==> config.mk <==
export PLATFORM = sky130hd
export DESIGN_NAME = ddr2_axi_rw_arbiter
export DESIGN_NICKNAME = d
export VERILOG_FILES = /design/src/rtl/ddr2_axi_rw_arbiter.sv
export SDC_FILE = /design/constraint.sdc
export NUM_CORES = 1
export LEC_CHECK = 0
export ABC_CLOCK_PERIOD_IN_PS = 5600
export BUFFER_PORTS_ARGS = -buffer_cell sky130_fd_sc_hd__clkbuf_2
export CORE_AREA = 5 5 112 114
export CTS_CLUSTER_DIAMETER = 150
export DETAILED_ROUTE_END_ITERATION = 10
export DIE_AREA = 0 0 117 119
export PLACE_DENSITY_LB_ADDON = 0.3
export SETUP_SLACK_MARGIN = 0.1
export SYNTH_ARGS = -nofsm -noshare
export SYNTH_HDL_FRONTEND = slang
export SYNTH_SLANG_ARGS = --single-unit
==> constraint.sdc <==
create_clock -name clk -period 5.6 [get_ports clk]
set_clock_uncertainty 0.2 [all_clocks]
set_input_delay 0.28 -clock clk [delete_from_list [all_inputs] [get_ports clk]]
set_output_delay 0.28 -clock clk [all_outputs]
set_load 0.05 [all_outputs]
==> src/rtl/ddr2_axi_rw_arbiter.sv <==
// ddr2_axi_rw_arbiter
// Shares the DDR2 controller's single AXI slave port between the write burst
// engine (AW/W/B) and the read burst engine (AR/R). One burst owns the port at
// a time; the grant is held until the burst completes (B handshake for writes,
// last R beat for reads). Fixed priority with a starvation limit picks the side
// when both request together. Write beats are counted against awlen.
module ddr2_axi_rw_arbiter #(
  parameter int ADDR_WIDTH   = 26,
  parameter int DATA_WIDTH   = 32,
  parameter int PRIO_WR      = 1,
  parameter int STARVE_LIMIT = 4
) (
  input  logic                  clk,
  input  logic                  rst,
  input  logic                  init_end,
  // upstream write side
  input  logic                  s_awvalid,
  output logic                  s_awready,
  input  logic [ADDR_WIDTH-1:0] s_awaddr,
  input  logic [7:0]            s_awlen,
  input  logic                  s_wvalid,
  output logic                  s_wready,
  input  logic [DATA_WIDTH-1:0] s_wdata,
  input  logic                  s_wlast,
  output logic                  s_bvalid,
  input  logic                  s_bready,
  // upstream read side
  input  logic                  s_arvalid,
  output logic                  s_arready,
  input  logic [ADDR_WIDTH-1:0] s_araddr,
  input  logic [7:0]            s_arlen,
  output logic                  s_rvalid,
  input  logic                  s_rready,
  output logic [DATA_WIDTH-1:0] s_rdata,
  output logic                  s_rlast,
  // downstream to DDR2 controller
  output logic                  m_awvalid,
  input  logic                  m_awready,
  output logic [ADDR_WIDTH-1:0] m_awaddr,
  output logic [7:0]            m_awlen,
  output logic                  m_wvalid,
  input  logic                  m_wready,
  output logic [DATA_WIDTH-1:0] m_wdata,
  output logic                  m_wlast,
  input  logic                  m_bvalid,
  output logic                  m_bready,
  output logic                  m_arvalid,
  input  logic                  m_arready,
  output logic [ADDR_WIDTH-1:0] m_araddr,
  output logic [7:0]            m_arlen,
  input  logic                  m_rvalid,
  output logic                  m_rready,
  input  logic [DATA_WIDTH-1:0] m_rdata,
  input  logic                  m_rlast,
  // status
  output logic                  grant_wr,
  output logic                  grant_rd,
  output logic                  err_wlen
);

  typedef enum logic [2:0] {
    ST_IDLE    = 3'd0,
    ST_WR_ADDR = 3'd1,
    ST_WR_DATA = 3'd2,
    ST_WR_RESP = 3'd3,
    ST_RD_ADDR = 3'd4,
    ST_RD_DATA = 3'd5
  } state_t;

  localparam logic       PREF_WR    = (PRIO_WR != 0);
  localparam logic [7:0] STARVE_LIM = 8'(STARVE_LIMIT);

  state_t     state_r;
  state_t     state_s;
  logic [7:0] starve_cnt_r;
  logic [7:0] starve_cnt_s;
  logic [8:0] beat_cnt_r;
  logic [7:0] awlen_r;
  logic       err_wlen_r;

  logic go_wr_s;
  logic go_rd_s;
  logic starve_hit_s;
  logic pref_go_s;
  logic other_go_s;
  logic other_valid_s;
  logic aw_hs_s;
  logic w_hs_s;
  logic b_hs_s;
  logic ar_hs_s;
  logic r_hs_s;

  // Handshakes only count on the channel that currently owns the port.
  assign aw_hs_s = (state_r == ST_WR_ADDR) && s_awvalid && m_awready;
  assign w_hs_s  = (state_r == ST_WR_DATA) && s_wvalid && m_wready;
  assign b_hs_s  = (state_r == ST_WR_RESP) && m_bvalid && s_bready;
  assign ar_hs_s = (state_r == ST_RD_ADDR) && s_arvalid && m_arready;
  assign r_hs_s  = (state_r == ST_RD_DATA) && m_rvalid && s_rready;

  assign starve_hit_s  = (starve_cnt_r >= STARVE_LIM);
  assign other_valid_s = PREF_WR ? s_arvalid : s_awvalid;
  assign pref_go_s     = PREF_WR ? go_wr_s : go_rd_s;
  assign other_go_s    = PREF_WR ? go_rd_s : go_wr_s;

  // Arbitration decision, taken only in IDLE once DDR2 init has finished.
  always_comb begin
    go_wr_s = 1'b0;
    go_rd_s = 1'b0;
    if ((state_r == ST_IDLE) && init_end) begin
      if (s_awvalid && s_arvalid) begin
        if (starve_hit_s) begin
          go_wr_s = ~PREF_WR;
          go_rd_s = PREF_WR;
        end else begin
          go_wr_s = PREF_WR;
          go_rd_s = ~PREF_WR;
        end
      end else begin
        go_wr_s = s_awvalid;
        go_rd_s = s_arvalid;
      end
    end else begin
      go_wr_s = 1'b0;
      go_rd_s = 1'b0;
    end
  end

  // Starvation counter: counts preferred wins over a waiting other side.
  always_comb begin
    starve_cnt_s = starve_cnt_r;
    if (pref_go_s && other_valid_s) begin
      if (starve_cnt_r != 8'd255) begin
        starve_cnt_s = starve_cnt_r + 8'd1;
      end else begin
        starve_cnt_s = starve_cnt_r;
      end
    end else if (other_go_s) begin
      starve_cnt_s = 8'd0;
    end else begin
      starve_cnt_s = starve_cnt_r;
    end
  end

  // Next-state logic: each grant is held until its burst completes.
  always_comb begin
    state_s = state_r;
    case (state_r)
      ST_IDLE: begin
        if (go_wr_s) begin
          state_s = ST_WR_ADDR;
        end else if (go_rd_s) begin
          state_s = ST_RD_ADDR;
        end else begin
          state_s = ST_IDLE;
        end
      end
      ST_WR_ADDR: begin
        if (aw_hs_s) state_s = ST_WR_DATA;
        else         state_s = ST_WR_ADDR;
      end
      ST_WR_DATA: begin
        if (w_hs_s && s_wlast) state_s = ST_WR_RESP;
        else                   state_s = ST_WR_DATA;
      end
      ST_WR_RESP: begin
        if (b_hs_s) state_s = ST_IDLE;
        else        state_s = ST_WR_RESP;
      end
      ST_RD_ADDR: begin
        if (ar_hs_s) state_s = ST_RD_DATA;
        else         state_s = ST_RD_ADDR;
      end
      ST_RD_DATA: begin
        if (r_hs_s && m_rlast) state_s = ST_IDLE;
        else                   state_s = ST_RD_DATA;
      end
      default: state_s = ST_IDLE;
    endcase
  end

  // State and starvation counter registers.
  always_ff @(posedge clk or posedge rst) begin
    if (rst) begin
      state_r      <= ST_IDLE;
      starve_cnt_r <= 8'd0;
    end else begin
      state_r      <= state_s;
      starve_cnt_r <= starve_cnt_s;
    end
  end

  // Write beat counting and sticky length-error flag (cleared only by rst).
  always_ff @(posedge clk or posedge rst) begin
    if (rst) begin
      beat_cnt_r <= 9'd0;
      awlen_r    <= 8'd0;
      err_wlen_r <= 1'b0;
    end else if (aw_hs_s) begin
      awlen_r    <= s_awlen;
      beat_cnt_r <= 9'd0;
    end else if (w_hs_s) begin
      beat_cnt_r <= beat_cnt_r + 9'd1;
      if (s_wlast && ((beat_cnt_r + 9'd1) != ({1'b0, awlen_r} + 9'd1))) begin
        err_wlen_r <= 1'b1;
      end
    end
  end

  // Channel routing: only the channel of the current state is passed through.
  always_comb begin
    s_awready = 1'b0;
    m_awvalid = 1'b0;
    m_awaddr  = '0;
    m_awlen   = 8'd0;
    s_wready  = 1'b0;
    m_wvalid  = 1'b0;
    m_wdata   = '0;
    m_wlast   = 1'b0;
    s_bvalid  = 1'b0;
    m_bready  = 1'b0;
    s_arready = 1'b0;
    m_arvalid = 1'b0;
    m_araddr  = '0;
    m_arlen   = 8'd0;
    s_rvalid  = 1'b0;
    s_rdata   = '0;
    s_rlast   = 1'b0;
    m_rready  = 1'b0;
    case (state_r)
      ST_WR_ADDR: begin
        m_awvalid = s_awvalid;
        m_awaddr  = s_awaddr;
        m_awlen   = s_awlen;
        s_awready = m_awready;
      end
      ST_WR_DATA: begin
        m_wvalid = s_wvalid;
        m_wdata  = s_wdata;
        m_wlast  = s_wlast;
        s_wready = m_wready;
      end
      ST_WR_RESP: begin
        s_bvalid = m_bvalid;
        m_bready = s_bready;
      end
      ST_RD_ADDR: begin
        m_arvalid = s_arvalid;
        m_araddr  = s_araddr;
        m_arlen   = s_arlen;
        s_arready = m_arready;
      end
      ST_RD_DATA: begin
        s_rvalid = m_rvalid;
        s_rdata  = m_rdata;
        s_rlast  = m_rlast;
        m_rready = s_rready;
      end
      default: begin
        s_awready = 1'b0;
      end
    endcase
  end

  // Status outputs decoded from registered state.
  always_comb begin
    grant_wr = (state_r == ST_WR_ADDR) || (state_r == ST_WR_DATA) || (state_r == ST_WR_RESP);
    grant_rd = (state_r == ST_RD_ADDR) || (state_r == ST_RD_DATA);
    err_wlen = err_wlen_r;
  end

endmodule

After elaboration in Yosys (flattened, before gate mapping) --
Cells that the tools add are included.
Storage, ports and cells: register bits after elaboration 29
Cells by class: equality and inequality tests 8, bitwise operators 1, multiplexer cells 37, reduce and logical (&&, ||, !) cells 24, order comparisons 1, add/subtract/negate cells 3
Operators with widths (count):
- two-way mux 32 bit | 2
- two-way mux 26 bit | 2
- two-way mux 8 bit | 5
- two-way mux 1 bit | 20
- two-way mux 9 bit | 2
- one-hot mux 3 bit (6 select lines) | 1
- logical AND 1 bit | 16
- adder 8 x 1 -> 9 bit, second input constant | 1
- adder 9 x 1 -> 9 bit, second input constant | 1
- two-way mux 3 bit | 3
- inequality test 9 bit | 1
- adder 8 x 1 -> 8 bit, second input constant | 1
- greater-or-equal comparator 8 x 3 -> 1 bit, second input constant | 1
- inequality test 8 bit, second input constant | 1
- == test 3 x 2 -> 1 bit, second input constant | 2
- == test 3 bit, second input constant | 2
- two-way mux 2 bit | 2
- nonzero test 2 bit | 2
- == test 3 x 1 -> 1 bit, second input constant | 1
- zero test 3 bit | 1
- logical OR 1 bit | 3
- AND reduction 3 bit | 1
- inequality test 2 x 1 -> 1 bit, second input constant | 1
- AND reduction 2 bit | 1
- inverter 1 bit | 1

Logic depth before layout (Yosys ltp) --
depth after elaboration 7, gate-level depth with buffers 7, depth with buffers taken out 6

Least setup slack after synthesis --
Ideal clock, no wire load.
path kind flip-flop to output port, start register state_r[2], end output port s_rdata[23], required time 5120 ps, arrival 1650 ps, path slack 3470 ps, path buffers 2, stages on the path, launching flop included 5, cell sequence dfrtp_1 nor2b_1 clkbuf_2 buf_2 and3_1
Between the ends: cells in the longest elaborated chain, start to end 2
RTL lines:
- start, declared | RTL line 73 | state_t state_r;
- start signal, assigned | RTL line 187 | state_r <= state_s;
- == test 3 bit | RTL line 229 | case (state_r)
- two-way mux 32 bit | RTL line 229
- end, declared | RTL line 34 | output logic [DATA_WIDTH-1:0] s_rdata,
Every way passes these cells.

Worst setup path after layout --
start register state_r[2], end output port m_wdata[2]
Between the ends: cells in the longest elaborated chain, start to end 2
RTL lines:
- == test 3 x 2 -> 1 bit | RTL line 229
- two-way mux 32 bit | RTL line 229
- end, declared | RTL line 43 | output logic [DATA_WIDTH-1:0] m_wdata,
Every way passes these cells.

==> impl_metrics.prom <==
# TYPE chip_impl_metric gauge
chip_impl_metric{name="floorplan.die_area",unit="um^2"} 13900
chip_impl_metric{name="dr.pass1.iters",unit=""} 4
chip_impl_metric{name="num_rows",unit=""} 39
chip_impl_info{name="critPathLaunchType",value="flop"} 1
chip_impl_metric{name="route.detailed.wl_per_inst",unit="um"} 14.4
chip_impl_metric{name="count_of_flip_flops_with_a_built_in_enable_after_synthesis",unit=""} 0
chip_impl_metric{name="period_minus_slack",unit="ns"} 3.04
chip_impl_metric{name="yosys_warnings",unit=""} 0
chip_impl_metric{name="grt_first_pass_wirelength",unit="mm"} 15.9
chip_impl_metric{name="finalNetCount",unit=""} 760
chip_impl_info{name="cpLargestDelayFamily",value="simple AND/OR/NAND/NOR gates"} 1
chip_impl_metric{name="post_synth_num_cell_types",unit=""} 38
chip_impl_metric{name="final_hpwl_from_detailed_placement",unit="mm"} 9.13
chip_impl_metric{name="finalSetupViolCount",unit=""} 0
chip_impl_info{name="min-delay-start",value="s_awlen[2]"} 1
chip_impl_metric{name="n_antenna_cell",unit=""} 0
chip_impl_metric{name="tightest_slew",unit="ns"} 1.09
chip_impl_metric{name="vias_post_dr",unit=""} 3422
chip_impl_metric{name="io_buffers",unit=""} 293
chip_impl_metric{name="routed_wl",unit="mm"} 10.8
chip_impl_metric{name="timing_max_transition_violations_final",unit=""} 0
chip_impl_metric{name="max_h_tree_level",unit=""} 2
chip_impl_metric{name="post-route-worst-setup-slack",unit="ns"} 2.56
chip_impl_metric{name="syn_avg_cell_area",unit="um^2"} 7.97
chip_impl_metric{name="antenna_violations_before_repair",unit=""} 0
chip_impl_metric{name="clock.fmax",unit="MHz"} 329
chip_impl_metric{name="cts_max_path_buffers",unit=""} 2
chip_impl_metric{name="hold-worst-slack",unit="ns"} 0.0615
chip_impl_metric{name="cp_data_required_time",unit="ns"} 5.12
chip_impl_info{name="cts_tree",value="built"} 1
chip_impl_metric{name="core_area",unit="um^2"} 11300
chip_impl_metric{name="final_layout_size_suffix_gt1_share",unit="%"} 52.1
chip_impl_metric{name="dpl_worst_slack",unit="ns"} 2.65
chip_impl_metric{name="syn_to_final_growth",unit="%"} 64.7
chip_impl_info{name="rr_startpoint",value="state_r[2]$_DFF_PP0_"} 1
chip_impl_info{name="clk_root_buffer_cell",value="sky130_fd_sc_hd__clkbuf_16"} 1
chip_impl_metric{name="synthesis.area",unit="um^2"} 2640
chip_impl_metric{name="synth_nets",unit=""} 482
chip_impl_metric{name="post-route-drc-count",unit=""} 0
chip_impl_info{name="cp-startpoint",value="state_r[2]$_DFF_PP0_"} 1
chip_impl_metric{name="layout_worst_path_cycle_share",unit="%"} 54.2
chip_impl_metric{name="grt_pass1_vias",unit=""} 3156
chip_impl_metric{name="floorplan.die.width",unit="um"} 117
chip_impl_metric{name="die_height",unit="um"} 119
chip_impl_info{name="min_delay_worst_endpoint",value="awlen_r[2]$_DFFE_PP0N_"} 1
chip_impl_metric{name="average_vias_per_placed_instance",unit=""} 4.55
chip_impl_metric{name="top_level_ports",unit=""} 294
chip_impl_metric{name="crit_buf_inv",unit=""} 1
chip_impl_info{name="run_status",value="finished, final reports clean"} 1
chip_impl_metric{name="power_leakage",unit="nW"} 2.76
chip_impl_metric{name="final_design_area_no_fill",unit="um^2"} 4340
chip_impl_metric{name="synth.yosys.seq_area_share",unit="%"} 27.5
chip_impl_metric{name="hold_viol",unit=""} 0
chip_impl_metric{name="start_util",unit="%"} 23.3
chip_impl_metric{name="clkTransAtPathRegs",unit="ns"} 0.05
chip_impl_metric{name="grt_start_max_net_pins",unit=""} 45
chip_impl_metric{name="gr-total-overflow",unit=""} 0
chip_impl_metric{name="ff2ff_setup_slack",unit="ns"} 2.67
chip_impl_metric{name="gp_congestion",unit=""} 0.870
chip_impl_info{name="worstPathCellList",value="nor3b_4 > and2_1 > clkbuf_2"} 1
chip_impl_metric{name="synth_cells",unit=""} 331
chip_impl_metric{name="crit_path_max_fanout",unit=""} 42
chip_impl_metric{name="worst-endpoint-arrival",unit="ns"} 2.56
chip_impl_info{name="min-delay-path-class",value="primary input to flop"} 1
chip_impl_metric{name="timing.reg2reg.worst_path_depth",unit=""} 5
chip_impl_metric{name="grt_usage",unit="%"} 14.0
chip_impl_metric{name="synth-async-reset-ratio",unit="%"} 100
chip_impl_metric{name="count_of_state_elements_after_synthesis",unit=""} 29
chip_impl_metric{name="dpl_cell_area",unit="um^2"} 4200
chip_impl_metric{name="filler_cell_count",unit=""} 1155
chip_impl_metric{name="max-vdd-ir-drop",unit="mV"} 0.227
chip_impl_metric{name="cts_num_sinks",unit=""} 29
chip_impl_info{name="yosys_most_used_dff",value="sky130_fd_sc_hd__dfrtp_1"} 1
chip_impl_info{name="setup_crit_end_kind",value="output port"} 1
chip_impl_metric{name="numPlacedInstances",unit=""} 745
chip_impl_info{name="regToRegEndpoint",value="beat_cnt_r[2]$_DFFE_PP0P_"} 1
chip_impl_metric{name="insertion_delay",unit="ns"} 0.27
chip_impl_metric{name="cts_made_buffers",unit=""} 5
chip_impl_metric{name="post-route-util",unit="%"} 38.4
chip_impl_metric{name="max_stage_delay",unit="ns"} 0.98
chip_impl_info{name="grt_setup_unrepaired",value="false"} 1
chip_impl_metric{name="post-cts-setup-buffers",unit=""} 0
chip_impl_metric{name="final-instance-count-excl-fill",unit=""} 752
chip_impl_metric{name="cap_viol_max_count",unit=""} 0
chip_impl_metric{name="hold_buffers",unit=""} 0
chip_impl_metric{name="max_slew_margin",unit="%"} 27.0
chip_impl_metric{name="worstHoldPathCells",unit=""} 2
chip_impl_metric{name="total_power_divided_by_cell_area",unit="nW/um^2"} 502
chip_impl_info{name="cpMaxStageDelayCell",value="sky130_fd_sc_hd__nor3b_4"} 1
chip_impl_info{name="timing_worst_setup_path_type",value="flop to output port"} 1
chip_impl_metric{name="post_route_total_power",unit="mW"} 2.18
chip_impl_metric{name="ctsResizeCount",unit=""} 0
chip_impl_metric{name="detailedRoute.firstIterationViolations",unit=""} 171
chip_impl_metric{name="final_antenna_net_count",unit=""} 0
chip_impl_metric{name="setup_total_negative_slack",unit="ns"} 0
## power by group
part           internal (mW)  switching, mW
combinational          0.416           1.11
sequential             0.267          0.128
clock                  0.174         0.0838
## synth_stat cells (all sizes together), types with 4 or more instances
cell	number	area share, %
o21ai	14	2.7
nor2	17	2.7
buf	4	1.1
a31oi	4	0.95
xnor2	8	2.7
and2	75	18
and3	78	19
ha	4	1.9
nand3	17	3.4
nand2	14	2.0
clkbuf	21	3.0
mux2	8	3.4
xor2	10	3.3
dfrtp	29	28
## worst max path at each step
stage                                end  slack, ns  cells after the start
6_report                      m_wdata[2]       2.56                      3
5_1_grt                       m_wdata[0]       2.27                      3
4_1_cts                       m_wdata[2]       2.51                      3
3_5_place_dp   beat_cnt_r[3]$_DFFE_PP0P_       2.65                      5
3_3_place_gp      awlen_r[5]$_DFFE_PP0N_       2.76                      4
2_1_floorplan                s_rdata[23]       3.47                      4
## layer usage
metal	up-vias	track usage, %	routed length [um]
met2	203	24.5	5300
met3	6	3.19	1160
li1	1696	-	-
met1	1517	17.8	4330
met5	-	0	0
met4	0	2.01	42
## cell type report
cell class	count	area [um^2]	area share [%]
multi-input cells	274	1800	41.4
repair buffers	296	1490	34.3
flip-flops and latches	29	726	16.7
well taps	143	179	4.12
clock buffers	7	143	3.28
inverters	3	11.3	0.259
## cells by family after synthesis
family,count (synthesis),share of synthesized area [%]
AND/OR/NAND/NOR,215,49.2
adder cells (fa/ha/maj),4,1.90
XOR/XNOR,19,6.83
AO/OA/AOI/OAI,28,6.55
multiplexers,8,3.42
buffers and inverters,28,4.55
flip-flops,29,27.5
## registers in the layout (all words and copies together) (netlist names)
signal and flops:
beat_cnt_r 9, awlen_r 8, err_wlen 1, starve_cnt_r 8
state_r 3
## worst reg2reg max path, cell delays in order (launching register included)
cell,delay (ns)
sky130_fd_sc_hd__dfrtp_1,0.77
sky130_fd_sc_hd__nor3b_4,0.98
sky130_fd_sc_hd__and3_1,0.48
sky130_fd_sc_hd__nor2_4,0.13
sky130_fd_sc_hd__o21ai_1,0.16
sky130_fd_sc_hd__o21ai_1,0.08
## placed cells by master, fill, tap and decap left out, types with 2 or more instances in the layout
cell	n
sky130_fd_sc_hd__a21o_1	3
sky130_fd_sc_hd__a22o_1	2
sky130_fd_sc_hd__a31oi_1	4
sky130_fd_sc_hd__and2_1	74
sky130_fd_sc_hd__and3_1	78
sky130_fd_sc_hd__buf_4	3
sky130_fd_sc_hd__clkbuf_16	5
sky130_fd_sc_hd__clkbuf_2	293
sky130_fd_sc_hd__dfrtp_1	29
sky130_fd_sc_hd__ha_1	4
sky130_fd_sc_hd__inv_1	3
sky130_fd_sc_hd__mux2_2	8
sky130_fd_sc_hd__nand2_1	14
sky130_fd_sc_hd__nand3_1	16
sky130_fd_sc_hd__nand4_1	3
sky130_fd_sc_hd__nor2_1	16
sky130_fd_sc_hd__nor2b_1	3
sky130_fd_sc_hd__nor3_1	3
sky130_fd_sc_hd__o21ai_0	5
sky130_fd_sc_hd__o21ai_1	9
sky130_fd_sc_hd__xnor2_1	8
sky130_fd_sc_hd__xor2_1	10
Note: power is estimated with default switching activity, not from simulation.
